<file path="config.mk">
export PLATFORM = sky130hd
export DESIGN_NAME = aes_text_out_stage
export DESIGN_NICKNAME = d
export VERILOG_FILES = /design/src/rtl/aes_pkg.sv /design/src/rtl/aes_text_out_stage.sv
export SDC_FILE = /design/constraint.sdc
export NUM_CORES = 1
export LEC_CHECK = 0
export BUFFER_PORTS_ARGS = -buffer_cell sky130_fd_sc_hd__clkbuf_2
export CORE_AREA = 2 2 217 219
export DETAILED_ROUTE_END_ITERATION = 8
export DIE_AREA = 0 0 219 221
export PLACE_DENSITY = 0.43
export SETUP_SLACK_MARGIN = 0.4
export SKIP_CTS_REPAIR_TIMING = 1
export SYNTH_ARGS = -nofsm -noshare
export SYNTH_HDL_FRONTEND = slang
export SYNTH_SLANG_ARGS = --single-unit
</file>
<file path="constraint.sdc">
create_clock -name clk -period 11.3 [get_ports clk]
set_input_delay 1.13 -clock clk [delete_from_list [all_inputs] [get_ports clk]]
set_output_delay 1.13 -clock clk [all_outputs]
set_load 0.03 [all_outputs]
</file>
<file path="src/rtl/aes_pkg.sv">
// Shared AES datapath constants and the text-out FSM state encoding.
package aes_pkg;
  localparam int BLK_W = 128;
  typedef enum logic {IDLE = 1'b0, DRAIN = 1'b1} tos_state_e;
endpackage

</file>
<file path="src/rtl/aes_text_out_stage.sv">
// Final AddRoundKey register plus a word-serial output stream of the
// 128-bit ciphertext, most significant word first, with overrun detect.
module aes_text_out_stage
  import aes_pkg::*;
#(
  parameter  int WORD_W = 32,
  localparam int NWORDS = BLK_W / WORD_W
) (
  input  logic              clk,
  input  logic              rst,
  input  logic              done_i,
  input  logic [BLK_W-1:0]  state_i,
  input  logic [BLK_W-1:0]  rkey_i,
  output logic [BLK_W-1:0]  text_out,
  output logic [BLK_W-1:0]  text_out_n,
  output logic              out_valid,
  input  logic              out_ready,
  output logic [WORD_W-1:0] out_data,
  output logic              out_last,
  output logic              busy,
  output logic              overrun
);
  localparam int               IDX_W    = (NWORDS > 1) ? $clog2(NWORDS) : 1;
  localparam logic [IDX_W-1:0] LAST_IDX = IDX_W'(NWORDS - 1);

  tos_state_e                       r_state;
  logic [BLK_W-1:0]                 r_text;
  logic [IDX_W-1:0]                 r_idx;
  logic                             r_overrun;
  logic [NWORDS-1:0][WORD_W-1:0]    w_words;
  logic                             w_last_hs;

  // Word NWORDS-1 sits in the top bits, so beat 0 is the MS word.
  assign w_words   = r_text;
  assign w_last_hs = out_valid & out_ready & (r_idx == LAST_IDX);

  always_ff @(posedge clk or posedge rst) begin
    if (rst) begin
      r_state   <= IDLE;
      r_text    <= '0;
      r_idx     <= '0;
      r_overrun <= 1'b0;
    end else begin
      // A done_i while draining (including the last-beat cycle) is dropped.
      if (done_i && r_state == DRAIN) r_overrun <= 1'b1;
      case (r_state)
        IDLE: begin
          if (done_i) begin
            r_text  <= state_i ^ rkey_i;
            r_idx   <= '0;
            r_state <= DRAIN;
          end
        end
        DRAIN: begin
          if (w_last_hs) begin
            r_idx   <= '0;
            r_state <= IDLE;
          end else if (out_ready) begin
            r_idx <= r_idx + 1'b1;
          end
        end
        default: r_state <= IDLE;
      endcase
    end
  end

  assign text_out   = r_text;
  assign text_out_n = ~r_text;
  assign out_valid  = (r_state == DRAIN);
  assign busy       = (r_state == DRAIN);
  assign out_data   = w_words[LAST_IDX - r_idx];
  assign out_last   = out_valid & (r_idx == LAST_IDX);
  assign overrun    = r_overrun;
endmodule

</file>
==> run_results.csv <==
group,metric,value,unit
power,fin_total_pwr,4.06,mW
drt,drtAntennaViolNets,0,
synthesis,synth_area_per_cell,12.5,um2
cts,insertion_delay,0.43,ns
min_path,min_path_type,"reg -> reg",
floorplan,io_pins,552,
cts,clockBufferDepth,2,
drt,drt-total-wl,26.6,mm
place,gp_congestion,0.839,
critical_path,worst-path-max-fanout,35,
synthesis,ys.flop_type,"dfrtp_1",
power,powerDensity,365,mW/mm2
critical_path,arrival,2.35,ns
outcome,run_status,"finished clean",
critical_path,crit_path_start_kind,"register",
timing,drv_slew,0,
floorplan,fp.dieW,219,um
timing,rsz0062_at_grt,"false",
timing,fin_setup_tns,0,ns
cells_and_area,drive_gt1_frac,0.537,
synthesis,synth.cell_area,0.00731,mm2
cts,path_clk_slew,0.06,ns
cells_and_area,fill_cells,5022,
floorplan,rows,79,
timing,timing.fmax,287,MHz
drt,viasPerCell,3.61,
cells_and_area,final_nets,1394,
place,port_buffers,551,
synthesis,synth_edf_count,0,
power,p_leak,5.60,nW
critical_path,crit_required,10.17,ns
critical_path,cp-end-kind,"primary output",
place,dp.cells,1721,
drt,drt-pass1-iter-count,4,
drt,dr_total_vias,6316,
synthesis,synth_top_area_cell,"dfrtp_1",
cells_and_area,stdcell_count,1752,
timing,finalHoldViolCount,0,
synthesis,yosys-top-cells-count,"dfrtp_1 (132), inv_1 (129), mux2i_1 (129)",
cells_and_area,num_antenna_cells,0,
drt,drc,0,
drt,routedWlPerCell,15.2,um
synthesis,syn_inst,583,
floorplan,dieArea,0.0484,mm2
timing,slew_headroom,0.253,
grt,grt_max_degree,72,
synthesis,yosys_warnings,0,
floorplan,core,0.0461,mm2
grt,grt.overflow.total,0,
floorplan,start_util,0.159,
timing,min_period,3.48,ns
critical_path,ff2ff_path_depth,3,
synthesis,ys_top_cells_by_area,"dfrtp_1 (45%), mux2i_1 (18%), xnor2_1 (15%), mux4_2 (8.6%), inv_1 (6.6%)",
timing,period_share,0.308,
critical_path,critPathKind,"reg -> out",
cts,cts-buffers-inserted,17,
power,peakVddDrop,0.182,mV
timing,finClkSkew,0.00804,ns
job,maxCapViolCount,0,
grt,grtUsageTotal,0.108,
cts,cts.sinks,132,
floorplan,die-height,221,um
drt,drt_iter0_markers,226,
synthesis,synthArstFlopShare,1.00,
timing,worstMarginPinSlew,1.12,ns
cts,h-tree-depth,4,
grt,antenna_found_initial,1,
grt,grt_pass1_wl,39.5,mm
place,hpwl,21.3,mm
cts,cts_tree,"yes",
cts,root_buffer,"clkbuf_16",
synthesis,ys_types,19,
timing,setup_viol,0,
synthesis,synth_most_common_cell,"dfrtp_1",
grt,grt_pass1_vias,6634,
cells_and_area,syn_to_final_growth,52.2,%
min_path,whs_path_depth,1,
synthesis,synth.top_cell.area_share,0.452,
synthesis,ys_seq_area_frac,0.452,
synthesis,ys_ff_latch,132,
synthesis,syn-num-nets,844,
state kept, by name, indices dropped and copies added (netlist names):
register / count
text_out: 128
overrun: 1
busy: 1
r_idx: 2
where the power goes:
group          internal (mW)  switching [mW]
clock network          0.334           0.218
registers              0.710           0.247
logic                  0.746            1.80
total                   1.79            2.27
cells by family (layout without fill, tap and decap cells):
group | count (synthesis) | after routing | share of synthesized area
mux | 161 | 161 | 0.277
xor+xnor | 128 | 128 | 0.153
buf+inv | 153 | 715 | 0.108
flops | 132 | 132 | 0.452
fa+ha+maj | 1 | 1 | 0.00171
compound gates | 4 | 4 | 0.00462
simple gates | 4 | 4 | 0.00376
stage by stage:
stage               setup WS, ns  hold WS (ns)  utilization  instance area (um2)
detailed placement          7.87         0.469        0.229                10600
finish                      7.82         0.489        0.242                11100
global route                7.63         0.511        0.242                11100
CTS                         7.74         0.493        0.242                11100
floorplan                   6.64         0.606            -                 7310
global placement            7.95         0.481        0.229                10600
area by class of cell:
cell class                      count  area, um2  share of cell area
Multi-Input combinational cell    298       3220               0.289
Timing Repair Buffer              555       2790               0.250
Inverter                          129        489              0.0439
Clock inverter                      9        106             0.00955
Tap cell                          607        759              0.0682
Sequential cell                   132       3310               0.297
Clock buffer                       22        464              0.0417
worst max-delay path, cell delays in order, from the launching register on:
cell	delay, ns
dfrtp_2	0.34
buf_4	0.63
mux4_1	0.70
clkbuf_2	0.22
per-layer routing:
layer / track usage / share of wire
met2: 0.196 / 0.53
met4: 0.0338 / 0.014
met1: 0.124 / 0.40
met3: 0.0269 / 0.057
met5: 0 / 0.00030
path summary, 6_finish.rpt:
check                               from             to  slack [ns]
min in group asynchronous            rst  text_out[122]        0.77
max in group asynchronous            rst       r_idx[0]        9.17
worst max register to register      busy   text_out[34]        8.62
worst max-delay path            r_idx[0]   out_data[25]        7.82
worst min-delay path             overrun        overrun        0.49
worst min register to register   overrun        overrun        0.49
cells in the final DEF (no fill, tap or decap), types with 2 or more instances in the layout:
cell,synthesis,routed
a32o_1,2,2
buf_4,1,4
bufinv_16,0,2
clkbuf_1,1,3
clkbuf_16,0,17
clkbuf_2,0,551
clkbuf_8,0,2
clkinv_2,0,3
clkinvlp_4,0,3
dfrtp_1,132,130
dfrtp_2,0,2
inv_1,129,128
mux2i_1,129,129
mux4_1,4,4
mux4_2,28,28
nor2_1,2,2
xnor2_1,128,128
Power figures use the tool's default switching activity.
